### src/rtl/priority_decoder_dispatch_pkg.sv
// Shared definitions for the priority-index dispatch path: default widths and FSM encodings.
package prio_pkg;

   localparam int PRIO_IDX_W      = 3;
   localparam int PRIO_OUT_W      = 1 << PRIO_IDX_W;
   localparam int PRIO_FIFO_DEPTH = 2;
   localparam int PRIO_CNT_W      = 8;

   typedef enum logic {
      S_IDLE = 1'b0,
      S_HOLD = 1'b1
   } state_e;

endpackage

### src/rtl/priority_decoder_dispatch_fifo.sv
// Small synchronous FIFO buffering encoded indices; pointers carry one extra wrap bit
// so full and empty are told apart without a separate occupancy counter.
module prio_idx_fifo
   import prio_pkg::*;
#(
   parameter int W     = PRIO_IDX_W,
   parameter int DEPTH = PRIO_FIFO_DEPTH
) (
   input  logic         clk,
   input  logic         rst_n,
   input  logic         flush,
   input  logic         push,
   input  logic         pop,
   input  logic [W-1:0] din,
   output logic [W-1:0] dout,
   output logic         full,
   output logic         empty
);

   localparam int AW = $clog2(DEPTH);

   logic [AW:0]  r_wr_ptr;
   logic [AW:0]  r_rd_ptr;
   logic [W-1:0] r_mem [DEPTH];
   logic         w_do_push;
   logic         w_do_pop;

   assign w_do_push = push & ~full;
   assign w_do_pop  = pop & ~empty;

   assign full  = (r_wr_ptr[AW] != r_rd_ptr[AW]) &&
                  (r_wr_ptr[AW-1:0] == r_rd_ptr[AW-1:0]);
   assign empty = (r_wr_ptr == r_rd_ptr);
   assign dout  = r_mem[r_rd_ptr[AW-1:0]];

   // Pointer and storage update; flush only rewinds the pointers, stale data is never read.
   always_ff @(posedge clk) begin
      if (!rst_n) begin
         r_wr_ptr <= {(AW+1){1'b0}};
         r_rd_ptr <= {(AW+1){1'b0}};
         for (int i = 0; i < DEPTH; i++) begin
            r_mem[i] <= {W{1'b0}};
         end
      end else if (flush) begin
         r_wr_ptr <= {(AW+1){1'b0}};
         r_rd_ptr <= {(AW+1){1'b0}};
      end else begin
         if (w_do_push) begin
            r_mem[r_wr_ptr[AW-1:0]] <= din;
            r_wr_ptr                <= r_wr_ptr + {{AW{1'b0}}, 1'b1};
         end
         if (w_do_pop) begin
            r_rd_ptr <= r_rd_ptr + {{AW{1'b0}}, 1'b1};
         end
      end
   end

endmodule

### src/rtl/priority_decoder_dispatch.sv
// Receives encoded priority indices, buffers them, and holds the decoded one-hot line
// until the consumer acknowledges it; acknowledged dispatches are counted with saturation.
module priority_decoder_dispatch
   import prio_pkg::*;
#(
   parameter int IDX_W      = PRIO_IDX_W,
   parameter int OUT_W      = PRIO_OUT_W,
   parameter int FIFO_DEPTH = PRIO_FIFO_DEPTH,
   parameter int CNT_W      = PRIO_CNT_W
) (
   input  logic             clk,
   input  logic             rst_n,
   input  logic             en,
   input  logic             idx_valid,
   input  logic [IDX_W-1:0] idx,
   output logic             idx_ready,
   output logic [OUT_W-1:0] onehot,
   output logic             onehot_valid,
   input  logic             onehot_ack,
   output logic [CNT_W-1:0] dispatch_cnt
);

   state_e           r_state;
   state_e           w_state_nxt;
   logic [OUT_W-1:0] r_onehot;
   logic [OUT_W-1:0] w_onehot_nxt;
   logic             r_valid;
   logic             w_valid_nxt;
   logic [CNT_W-1:0] r_cnt;
   logic [CNT_W-1:0] w_cnt_nxt;
   logic             r_alive;
   logic             w_pop;
   logic             w_push;
   logic             w_full;
   logic             w_empty;
   logic [IDX_W-1:0] w_head;
   logic [OUT_W-1:0] w_head_dec;
   logic [OUT_W-1:0] w_one;

   // r_alive keeps idx_ready low through reset and until the first post-reset edge.
   assign idx_ready  = r_alive & en & ~w_full;
   assign w_push     = idx_valid & idx_ready;
   assign w_one      = {{(OUT_W-1){1'b0}}, 1'b1};
   assign w_head_dec = w_one << w_head;

   prio_idx_fifo #(
      .W     (IDX_W),
      .DEPTH (FIFO_DEPTH)
   ) u_fifo (
      .clk   (clk),
      .rst_n (rst_n),
      .flush (~en),
      .push  (w_push),
      .pop   (w_pop),
      .din   (idx),
      .dout  (w_head),
      .full  (w_full),
      .empty (w_empty)
   );

   // Next-state, next-output and pop decision for the dispatch FSM.
   always_comb begin
      w_state_nxt  = r_state;
      w_onehot_nxt = r_onehot;
      w_valid_nxt  = r_valid;
      w_cnt_nxt    = r_cnt;
      w_pop        = 1'b0;
      if (!en) begin
         w_state_nxt  = S_IDLE;
         w_onehot_nxt = {OUT_W{1'b0}};
         w_valid_nxt  = 1'b0;
      end else begin
         case (r_state)
            S_IDLE: begin
               if (!w_empty) begin
                  w_pop        = 1'b1;
                  w_onehot_nxt = w_head_dec;
                  w_valid_nxt  = 1'b1;
                  w_state_nxt  = S_HOLD;
               end else begin
                  w_onehot_nxt = {OUT_W{1'b0}};
                  w_valid_nxt  = 1'b0;
               end
            end
            S_HOLD: begin
               if (onehot_ack) begin
                  if (r_cnt != {CNT_W{1'b1}}) begin
                     w_cnt_nxt = r_cnt + {{(CNT_W-1){1'b0}}, 1'b1};
                  end else begin
                     w_cnt_nxt = r_cnt;
                  end
                  // Back-to-back reload keeps one dispatch per cycle while ack stays high.
                  if (!w_empty) begin
                     w_pop        = 1'b1;
                     w_onehot_nxt = w_head_dec;
                     w_valid_nxt  = 1'b1;
                  end else begin
                     w_onehot_nxt = {OUT_W{1'b0}};
                     w_valid_nxt  = 1'b0;
                     w_state_nxt  = S_IDLE;
                  end
               end else begin
                  w_onehot_nxt = r_onehot;
                  w_valid_nxt  = 1'b1;
               end
            end
            default: begin
               w_state_nxt  = S_IDLE;
               w_onehot_nxt = {OUT_W{1'b0}};
               w_valid_nxt  = 1'b0;
            end
         endcase
      end
   end

   // State, output and counter registers.
   always_ff @(posedge clk) begin
      if (!rst_n) begin
         r_state  <= S_IDLE;
         r_onehot <= {OUT_W{1'b0}};
         r_valid  <= 1'b0;
         r_cnt    <= {CNT_W{1'b0}};
         r_alive  <= 1'b0;
      end else begin
         r_state  <= w_state_nxt;
         r_onehot <= w_onehot_nxt;
         r_valid  <= w_valid_nxt;
         r_cnt    <= w_cnt_nxt;
         r_alive  <= 1'b1;
      end
   end

   assign onehot       = r_onehot;
   assign onehot_valid = r_valid;
   assign dispatch_cnt = r_cnt;

endmodule

### config.mk
export PLATFORM = sky130hd
export DESIGN_NAME = priority_decoder_dispatch
export DESIGN_NICKNAME = d
export VERILOG_FILES = /design/src/rtl/priority_decoder_dispatch_pkg.sv /design/src/rtl/priority_decoder_dispatch_fifo.sv /design/src/rtl/priority_decoder_dispatch.sv
export SDC_FILE = /design/constraint.sdc
export NUM_CORES = 1
export LEC_CHECK = 0
export BUFFER_PORTS_ARGS = -buffer_cell sky130_fd_sc_hd__buf_4
export CAP_MARGIN = 20
export CORE_MARGIN = 2
export CORE_UTILIZATION = 35
export CTS_BUF_LIST = sky130_fd_sc_hd__clkbuf_8 sky130_fd_sc_hd__clkbuf_16
export CTS_CLUSTER_DIAMETER = 120
export DETAILED_ROUTE_END_ITERATION = 12
export PLACE_DENSITY_LB_ADDON = 0.2
export SLEW_MARGIN = 10
export SYNTH_ARGS = -nofsm -noshare
export SYNTH_HDL_FRONTEND = slang
export SYNTH_HIERARCHICAL = 1
export SYNTH_SLANG_ARGS = --single-unit
### constraint.sdc
create_clock -name clk -period 2.3 [get_ports clk]
set_input_delay 0.46 -clock clk [delete_from_list [all_inputs] [get_ports clk]]
set_output_delay 0.46 -clock clk [all_outputs]
set_load 0.005 [all_outputs]
# == Word level (Yosys, flattened, before mapping) ==
# Memories as Yosys holds them, arrays and structs flattened. A register that Yosys moved wholly into a read port is not among the register bits.
# Cells that the tools add are included.
# Widths: inputs -> output; s select.
# word_totals
ramBits,6
elab_cells,48
reg_bits,22
inputBits,8
memories,1
output_inout_bits,18
# op_classes
shift,1
addsub,3
bitwise,8
reduce_logical,4
eq_ne,5
muxes,20
# memory_table
memory,depth,word_bits,rd,rd_ports_with_merged_regs,wr,line_no,source
u_fifo.r_mem,2,3,1,1,2,priority_decoder_dispatch_fifo.sv:24,logic [W-1:0] r_mem [DEPTH];
# op_table
op,n
$mux 8,2
$pmux 8 s2,1
$mux 1,14
$add 8x1->8 const B,1
$ne 8x8->1 const B,1
$shl 1x3->8 const A,1
$and 1x1->1,5
$add 2x1->2 const B,2
$pmux 1 s2,2
$reduce_and 4->1,1
$mux 3,1
$not 1->1,3
$reduce_or 3->1,1
$eq 2x2->1,1
$ne 2x2->1 const B,1
$reduce_and 2->1,1
$eq 1x1->1,1
$logic_and 1x1->1,1
$ne 1x1->1,1

# == Depth between registers and ports, before layout ==
# Gate-level depths: netlist (run 1).
# depth
ltp_word,12
depth_mapped,8
mapped_depth_nobuf,7

# == By module ==
# Netlist (run 1), hierarchy kept.
# by_module_without_submodules
mod,seq_area_each_um2,instances,cells_per_inst,area_per_inst_um2
priority_decoder_dispatch,360.3,1,99,847.1
prio_idx_fifo,280.3,1,55,545.5

# == Worst setup path before layout (run 1) ==
# No wires, ideal clock.
# synth_timing
path_kind,register to register
start,register u_fifo.r_wr_ptr[0]
end,"memory u_fifo/r_mem[0][0] (netlist bit), enable pin"
setup_ns,0.324
setup_slack_ns,0.368
synth_period_minus_slack_ns,1.932
arrival_time_ns,1.608
path_stages_with_launch,9
required_time_ns,1.976
path_buffers,1
path_cell_list,dfxtp_1 clkbuf_1 xor2_1 nor2_1 nor2_1 and2_1 nor2b_1 o21ai_2 o21ai_1
# synth_lines
element,line_no,source
start: declaration,priority_decoder_dispatch_fifo.sv:22,logic [AW:0] r_wr_ptr;
start signal: assignment,priority_decoder_dispatch_fifo.sv:39,r_wr_ptr <= {(AW+1){1'b0}};
start signal: assignment,priority_decoder_dispatch_fifo.sv:45,r_wr_ptr <= {(AW+1){1'b0}};
start signal: assignment,priority_decoder_dispatch_fifo.sv:50,"r_wr_ptr <= r_wr_ptr + {{AW{1'b0}}, 1'b1};"
end: declaration,priority_decoder_dispatch_fifo.sv:24,

==> run_results.csv, run 1 <==
group,metric,value,unit
clock_network,path_clk_slew,70,ps
run_status,status,"finished clean",
logic_synthesis,avgSynthCellArea,9.04,µm²
timing,final_hold_viol_count,0,
pwr,p_sw,222,µW
timing,fin_worst_skew,5.81,ps
die,die_y,67.1,µm
timing,max-slew-margin-rel,0.659,
final_layout,drive_gt1_frac,0.220,
pwr,total_power,1040,µW
worst_setup_path,crit_chain,"xor2_1 > nor2_1 > nor2_1 > and2_1 > nor2b_1 > o21ai_2 > o21ai_1",
logic_synthesis,synth_top_flop_cell,"dfxtp_1",
global_route,grt_pass1_vias,1146,
logic_synthesis,syn_nets,163,
logic_synthesis,synth_area,0.00139,mm²
final_layout,seqCellArea,641,µm²
pwr,pwr-share-comb,0.046,
timing,rsz0062_at_grt,"false",
worst_setup_path,cp-start-kind,"flop",
placement,pre_cts_slack,272,ps
clock_network,cts_tree,"yes",
detailed_routing,ant_nets,0,
die,io_pins,26,
final_layout,finalNetCount,190,
worst_setup_path,cpPeakStageDelay,520,ps
timing,drv_slew,0,
placement,port_buffers,25,
worst_setup_path,worst-endpoint-required,2260,ps
clock_network,cts_root_buf,"clkbuf_8",
final_layout,layout_common_cells,"buf_4, dfxtp_1, nand2_1, a21oi_1, nor2_1",
clock_network,cts.sink_count,29,
detailed_routing,avgRoutedWirePerCell,12.4,µm
die,die_w,67.1,µm
worst_setup_path,endpoint_kind,"flop",
clock_network,clk_path_buf_depth,2,
pwr,ir_drop,0.000337,V
detailed_routing,wl,2860,µm
die,die_area,0.00450,mm²
final_layout,fill_cells,396,
detailed_routing,drc,0,
worst_setup_path,crit_top_cell,"nor2_1",
detailed_routing,dr.pass1.iters,4,
clock_network,cts.hold.buffers_added,0,
timing,timing.final.ws_setup,239,ps
worst_setup_path,slowest_stage,"dfxtp_1",
logic_synthesis,yosys.area.top_type,"dfxtp_1",
clock_network,numCtsBuffers,5,
worst_hold_path,hp-class,"in2reg",
run,cap_viol_max_count,0,
global_route,grt_overflow,0,
final_layout,multi_input_area,703,µm²
timing,fmax,485,MHz
detailed_routing,vias_per_cell,5.14,
pwr,clkPwrFrac,0.445,
die,rows,22,
final_layout,area_growth,23.2,%
die,core_area,0.00374,mm²
worst_setup_path,cp_max_fo,9,
timing,fin_tns_setup,0,ps
global_route,grt.total_usage,0.152,
clock_network,post_cts_buffers,0,
global_route,grt_max_degree,16,
clock_network,post_cts_resized,0,
detailed_routing,vias,1183,
worst_setup_path,arrival,2020,ps
global_route,grt_pass1_wl,5050,µm
timing,worst_slew_pin_slew,507,ps
worst_setup_path,r2r_slack,240,ps
timing,finalCritPeriodShare,0.896,
pwr,leakage,0.000651,µW
pwr,swShare,0.214,
pwr,p_int,814,µW
logic_synthesis,synth_edf_count,6,
timing,fin_crit,2060,ps
pwr,seqPwrFrac,0.509,
placement,dpl.hpwl,2110,µm
die,initial_core_util,0.372,
detailed_routing,dr.first_iter.drc_count,61,
logic_synthesis,postSynthCellCount,154,
logic_synthesis,synth.distinct_cells,37,
logic_synthesis,synthTopCellsByArea,"dfxtp_1, edfxtp_1, nand2_1, a21oi_1, nor2_1",
global_route,antenna_found_initial,0,
placement,globalplace.congestion,0.881,
clock_network,clock_latency,280,ps
logic_synthesis,yosysWarnings,6,
pwr,power_density,604,mW/mm²
timing,setup_viol,0,
worst_setup_path,crit_type,"reg2reg",
logic_synthesis,async_flop_share,0,
logic_synthesis,synth_seq_cells,29,
clock_network,htreeDepth,2,
final_layout,num_antenna_cells,0,
logic_synthesis,ys_seq_area_frac,0.460,
final_layout,final_common_cell,"buf_4",
logic_synthesis,yosys.area.top_type_share,0.331,
-- final timing paths --
| path | startpoint | to | cells past startpoint |
|---|---|---|---|
| worst min register to register | onehot[2] | onehot[2] | 2 |
| worst max register to register | u_fifo/r_rd_ptr[0] | u_fifo/r_mem[0][1] | 7 |
| worst min-delay path | rst_n | r_alive | 1 |
| worst max-delay path | u_fifo/r_rd_ptr[0] | u_fifo/r_mem[0][1] | 7 |
-- power groups by stage --
stage               logic, µW  registers (µW)  clock network (µW)
global route             54.0             528                 499
finish                   47.7             528                 461
detailed placement       47.6             539                   0
CTS                      47.8             528                 476
floorplan                28.1             537                   0
global placement         46.6             538                   0
-- synthesized netlist by cell type (3+ instances only) --
cell and number:
a31oi_1 7, inv_1 4, nand3_1 6, or4_1 6, mux2_2 3, nand2b_1 7
and3_1 5, a21oi_1 13, nor2_1 12, nor2b_1 3, dfxtp_1 23, a211oi_1 3
buf_2 3, nor3_1 3, mux2i_1 3, edfxtp_1 6, nand2_1 21
-- layout make-up --
class,instances,share of cell area
multi-input combinational,115,0.410
inverter,4,0.00875
clock inverter,1,0.00292
timing repair buffer,26,0.114
clock buffer,7,0.0562
sequential,29,0.373
tap,48,0.0350
-- routing by layer --
layer,vias up,track usage,wire length (µm)
li1,612,-,-
met4,0,0.0689,53
met2,21,0.239,1390
met1,544,0.184,1270
met3,6,0.0557,151
met5,-,0,0
-- per-stage QoR --
| stage | hold slack [ps] | util | std cells | area (µm²) |
|---|---|---|---|---|
| after global placement | 446 | 0.431 | 222 | 1610 |
| after CTS | 383 | 0.458 | 230 | 1720 |
| final | 388 | 0.458 | 230 | 1720 |
| after detailed placement | 447 | 0.431 | 222 | 1610 |
| after floorplan | 453 | - | 154 | 1390 |
| after global routing | 401 | 0.458 | 230 | 1720 |
-- registers in the layout, summed over array words and instances, names as in the netlist, named ones only --
| name | count |
|---|---|
| onehot_valid | 1 |
| u_fifo/r_rd_ptr | 2 |
| onehot | 8 |
| r_alive | 1 |
| u_fifo/r_mem | 6 |
| u_fifo/r_wr_ptr | 2 |
| dispatch_cnt | 8 |
-- logic make-up (layout without fill, tap and decap cells) --
kind of cell,after synthesis,after routing,share of synthesized area
AOI/OAI and AO/OA,34,34,0.153
xor gates and xnor gates,3,3,0.0243
adders and majority gates,1,1,0.00898
buffers and inverters,10,38,0.0350
DFF,29,29,0.460
muxes,6,6,0.0458
and+or+nand+nor,71,71,0.273
-- worst max-delay path, delay by kind of cell, from the launching register on --
| family | cells | cell delay (ps) |
|---|---|---|
| and+or+nand+nor | 4 | 640 |
| DFF | 1 | 520 |
| AOI/OAI and AO/OA | 2 | 350 |
| xor gates and xnor gates | 1 | 230 |
Note: power is estimated with default switching activity, not from simulation.
==> run 2, diff against run 1 <==
- BUFFER_PORTS_ARGS: -buffer_cell sky130_fd_sc_hd__buf_4 -> unset
- DONT_BUFFER_PORTS: unset -> 1
- SLEW_MARGIN: 10 -> unset
==> run_results.csv, run 2 (synthesis gave the netlist of run 1 again) <==
group,metric,value,unit
clock_network,cts_root_buf,"clkbuf_8",
timing,fin_crit,2030,ps
timing,holdWs,205,ps
die,die_y,67.1,µm
clock_network,numCtsBuffers,5,
final_layout,layout_common_cells,"dfxtp_1, nand2_1, a21oi_1, nor2_1",
die,die_area,0.00450,mm²
timing,setup_viol,0,
worst_setup_path,cp-start-kind,"flop",
timing,fin_tns_setup,0,ps
die,core_area,0.00374,mm²
timing,final_hold_viol_count,0,
detailed_routing,avgRoutedWirePerCell,13.2,µm
placement,placed_area,0.00143,mm²
final_layout,finalNetCount,165,
placement,globalplace.congestion,0.830,
timing,fmax,494,MHz
timing,max-slew-margin-rel,0.671,
worst_setup_path,arrival,1990,ps
final_layout,drive_gt1_frac,0.0892,
clock_network,clock_latency,280,ps
worst_setup_path,path_buf_inv,0,
detailed_routing,vias_per_cell,5.47,
die,die_w,67.1,µm
global_route,antenna_found_initial,0,
worst_setup_path,endpoint_kind,"flop",
worst_hold_path,hp-class,"in2reg",
die,rows,22,
worst_setup_path,cp_max_fo,5,
worst_setup_path,path_delay_family,"simple AND/OR/NAND/NOR gates",
worst_setup_path,crit_chain,"xnor2_2 > nor2_1 > nor2_1 > and2_1 > nor2b_1 > o21ai_2 > o21ai_1",
die,io_pins,26,
detailed_routing,drc,0,
detailed_routing,dr.pass1.iters,4,
timing,worst_slew_pin_slew,489,ps
global_route,grt_overflow,0,
worst_setup_path,crit_type,"reg2reg",
timing,rsz0062_at_grt,"false",
pwr,ir_drop,0.000257,V
timing,fin_worst_skew,2.20,ps
detailed_routing,ant_nets,0,
placement,dpl.hpwl,1980,µm
timing,drv_slew,0,
run,cap_viol_max_count,0,
final_layout,fin_area,0.00152,mm²
final_layout,final_common_cell,"dfxtp_1",
timing,finalCritPeriodShare,0.881,
placement,port_buffers,0,
global_route,grt_pass1_wl,4260,µm
pwr,leakage,0.000510,µW
detailed_routing,dr.first_iter.drc_count,66,
final_layout,num_antenna_cells,0,
global_route,grt_pass1_vias,934,
clock_network,clk_path_buf_depth,2,
clock_network,cts_tree,"yes",
worst_setup_path,crit_top_cell,"nor2_1",
worst_setup_path,cpPeakStageDelay,480,ps
worst_setup_path,slowest_stage,"dfxtp_1",
clock_network,cts.sink_count,29,
global_route,grt.total_usage,0.133,
global_route,grt_max_degree,16,
detailed_routing,vias,1121,
final_layout,area_growth,8.80,%
clock_network,htreeDepth,2,
worst_setup_path,worst-endpoint-required,2260,ps
final_layout,final_util,0.405,
run_status,status,"finished clean",
final_layout,fill_cells,398,
detailed_routing,wl,2710,µm
pwr,power_density,628,mW/mm²
die,initial_core_util,0.372,
clock_network,path_clk_slew,60,ps
==> run 2: cell count changes in the layout (fill, tap and decap cells not counted), sizes merged <==
| cell | previous run | this run |
|---|---|---|
| buf | 26 | 1 |
| clkinv | 1 | 3 |
| clkbuf | 7 | 5 |
==> run 2: what timing repair did <==
item                       CTS  global route
buffers inserted             0             0
setup endpoints to repair    0             3
hold buffers                 0             0
gates resized for setup      0             1
==> run 2: path summary, 6_finish.rpt <==
path | depth (start not counted) | end | slack, ps | startpoint
setup / recovery | 7 | u_fifo/r_mem[0][2] | 270 | u_fifo/r_rd_ptr[1]
hold / removal | 0 | r_alive | 200 | rst_n
setup reg to reg | 7 | u_fifo/r_mem[0][2] | 270 | u_fifo/r_rd_ptr[1]
hold reg to reg | 2 | onehot[3] | 480 | onehot[3]
==> run 2: cell type report <==
class                      instances  area, µm²  area share
clock inverter                     3       12.5     0.00826
inverter                           4       15.0     0.00991
clock buffer                       5       68.8      0.0454
sequential                        29        641       0.423
tap                               48       60.1      0.0396
timing repair buffer               1       7.51     0.00495
multi-input combinational        115        711       0.469
==> run 2: power breakdown <==
group / total [µW] / internal (µW) / leakage (µW) / switching, µW
clock network: 393 / 203 / 0.0000430 / 190
logic: 31.1 / 10.8 / 0.000219 / 20.4
registers: 528 / 525 / 0.000248 / 2.72
==> run 2: metrics by stage <==
step	setup slack, ps	power, µW	cells
2_1_floorplan	368	565	154
3_3_place_gp	267	569	197
3_5_place_dp	194	570	197
4_1_cts	190	963	205
5_1_grt	80.3	997	205
6_report	275	952	205
==> run 2: worst reg2reg max path, stage by stage, from the launching register on <==
cell and delay, ps:
dfxtp_1 480, xnor2_2 190, nor2_1 80, nor2_1 170, and2_1 230, nor2b_1 210, o21ai_2 100, o21ai_1 250
==> run 2: metal layers <==
metal / track usage / up-vias / share of wire
met5: 0 / - / 0
met2: 0.200 / 28 / 0.47
met1: 0.152 / 526 / 0.45
met4: 0.0689 / 0 / 0.0063
li1: - / 565 / -
met3: 0.0676 / 2 / 0.070
==> run 3, diff against run 2 <==
- ABC_AREA: unset -> 1
==> run_results.csv, run 3 <==
group,metric,value,unit
logic_synthesis,synth_compound_area_frac,0.0774,
clock_network,numCtsBuffers,5,
timing,worst_slew_pin_slew,310,ps
worst_setup_path,arrival,1820,ps
die,io_pins,26,
final_layout,layout_common_cells,"nand2_1, nor2_1, inv_1, dfxtp_1, nand3_1",
logic_synthesis,synthTopCellsByArea,"dfxtp_1, edfxtp_1, nand2_1, nor2_1, inv_1",
detailed_routing,drc,0,
die,core_area,0.00403,mm²
global_route,grt_pass1_vias,986,
detailed_routing,met1_length,1360,µm
die,rows,23,
global_route,grt.total_usage,0.127,
logic_synthesis,synth_edf_count,6,
final_layout,final_util,0.401,
detailed_routing,ant_nets,0,
timing,fin_crit,1840,ps
clock_network,post_cts_buffers,0,
final_layout,num_antenna_cells,0,
global_route,grt_overflow,0,
final_layout,seqCellArea,641,µm²
logic_synthesis,synth.distinct_cells,24,
logic_synthesis,syn_nets,205,
worst_setup_path,worst-endpoint-required,2280,ps
pwr,leakage,0.000704,µW
timing,drv_slew,0,
worst_setup_path,cp_max_fo,6,
final_layout,stdcell_count,254,
logic_synthesis,synth_top_flop_cell,"dfxtp_1",
logic_synthesis,synth_top_family_by_area,"simple AND/OR/NAND/NOR gates",
logic_synthesis,synth_seq_cells,29,
run,cap_viol_max_count,0,
logic_synthesis,synthAdderAreaFrac,0.00851,
timing,rsz0062_at_grt,"false",
clock_network,path_clk_slew,60,ps
detailed_routing,wl,2650,µm
worst_setup_path,cp-start-kind,"flop",
die,die_w,68.8,µm
logic_synthesis,synthTopCellsByCount,"nand2_1, nor2_1, inv_1",
clock_network,cts.hold.buffers_added,0,
clock_network,htreeDepth,2,
logic_synthesis,synthSimpleGateAreaFrac,0.361,
placement,place_inst,246,
detailed_routing,dr.first_iter.drc_count,71,
global_route,grt_pass1_wl,4270,µm
clock_network,cts_root_buf,"clkbuf_8",
pwr,power_density,596,mW/mm²
logic_synthesis,yosys.area.top_type_share,0.313,
worst_setup_path,endpoint_kind,"flop",
die,die_area,0.00473,mm²
detailed_routing,dr.pass1.iters,4,
run_status,status,"finished clean",
timing,fmax,545,MHz
logic_synthesis,synth_xor_area_frac,0,
timing,max-slew-margin-rel,0.793,
detailed_routing,vias_per_cell,4.49,
logic_synthesis,synth_area,0.00147,mm²
timing,fin_tns_setup,0,ps
detailed_routing,dr.max_layer_used,"met4",
clock_network,clk_path_buf_depth,2,
worst_hold_path,hp-class,"in2reg",
final_layout,multi_input_area,691,µm²
die,die_y,68.8,µm
placement,port_buffers,0,
logic_synthesis,postSynthCellCount,196,
final_layout,drive_gt1_frac,0.152,
logic_synthesis,yosysWarnings,6,
final_layout,fill_cells,431,
detailed_routing,dr_wl_met2,1020,µm
detailed_routing,avgRoutedWirePerCell,10.4,µm
clock_network,post_cts_resized,0,
clock_network,clock_latency,280,ps
global_route,antenna_found_initial,0,
placement,dpl.hpwl,1950,µm
logic_synthesis,synthMuxAreaShare,0.0230,
timing,setup_viol,0,
logic_synthesis,yosys.area.top_type,"dfxtp_1",
die,initial_core_util,0.365,
logic_synthesis,ys_seq_area_frac,0.436,
logic_synthesis,yosysMostFrequentCell,"nand2_1",
timing,fin_worst_skew,7.45,ps
detailed_routing,vias,1140,
placement,globalplace.congestion,0.745,
timing,finalCritPeriodShare,0.798,
worst_setup_path,crit_type,"reg2reg",
timing,final_hold_viol_count,0,
pwr,ir_drop,0.000334,V
final_layout,finalNetCount,212,
logic_synthesis,async_flop_share,0,
final_layout,area_growth,9.87,%
clock_network,cts.sink_count,29,
logic_synthesis,avgSynthCellArea,7.50,µm²
final_layout,final_common_cell,"nand2_1",
detailed_routing,dr_wl_met3,204,µm
clock_network,cts_tree,"yes",
global_route,grt_max_degree,14,
run 3: changes by cell type after synthesis, moves of 7 or more:
cell,change
inv_1,+28
nor2_1,+25
nand2_1,+21
a31oi_1,-7
nand2b_1,-7
run 3: worst paths after layout:
path,depth (start not counted),to,from,slack (ps)
min,0,r_alive,rst_n,210
min reg2reg,2,onehot[2],onehot[2],490
max reg2reg,11,u_fifo/r_mem[1][2],u_fifo/r_wr_ptr[0],460
max,11,u_fifo/r_mem[1][2],u_fifo/r_wr_ptr[0],460
run 3: stage by stage:
step | cell area (µm²) | setup WS [ps] | total power, µW | hold slack [ps]
after global placement | 1530 | 534 | 577 | 479
after CTS | 1620 | 479 | 981 | 196
after floorplan | 1470 | 483 | 572 | 462
after detailed placement | 1530 | 507 | 577 | 482
after global routing | 1620 | 260 | 1000 | 187
final | 1620 | 465 | 962 | 210
run 3: final cells by class:
type                       instances  share of cell area
inverter                          35              0.0813
clock inverter                     3             0.00852
multi-input combinational        131               0.428
sequential                        29               0.397
timing repair buffer               1             0.00465
clock buffer                       5              0.0426
tap                               50              0.0387
run 3: cell families after synthesis:
| group | Yosys count |
|---|---|
| AND/OR/NAND/NOR | 108 |
| flip-flops | 29 |
| buffers and inverters | 36 |
| adder cells (fa/ha/maj) | 1 |
| multiplexers | 3 |
| AO/OA/AOI/OAI | 19 |
run 3: per-layer routing:
layer / track usage / vias to the layer above
li1: - / 626
met1: 0.162 / 482
met2: 0.174 / 26
met3: 0.0649 / 6
met4: 0.0662 / 0
met5: 0 / -
run 3: critical path: stages (launching register included):
cell and delay (ps):
dfxtp_1 390, inv_2 70, nand2_1 80, nand2_2 80, nand2_4 100, inv_1 60, nor3b_1 200, buf_4 160
nand2_1 50, inv_1 100, nand3_2 110, nand2_1 140
run 3: power by group:
part / switching (µW) / total, µW / leakage [µW] / internal (µW)
Combinational: 26.1 / 39.0 / 0.000407 / 12.9
Sequential: 2.21 / 526 / 0.000249 / 524
Clock: 192 / 397 / 0.0000491 / 205
Total: 221 / 962 / 0.000704 / 742
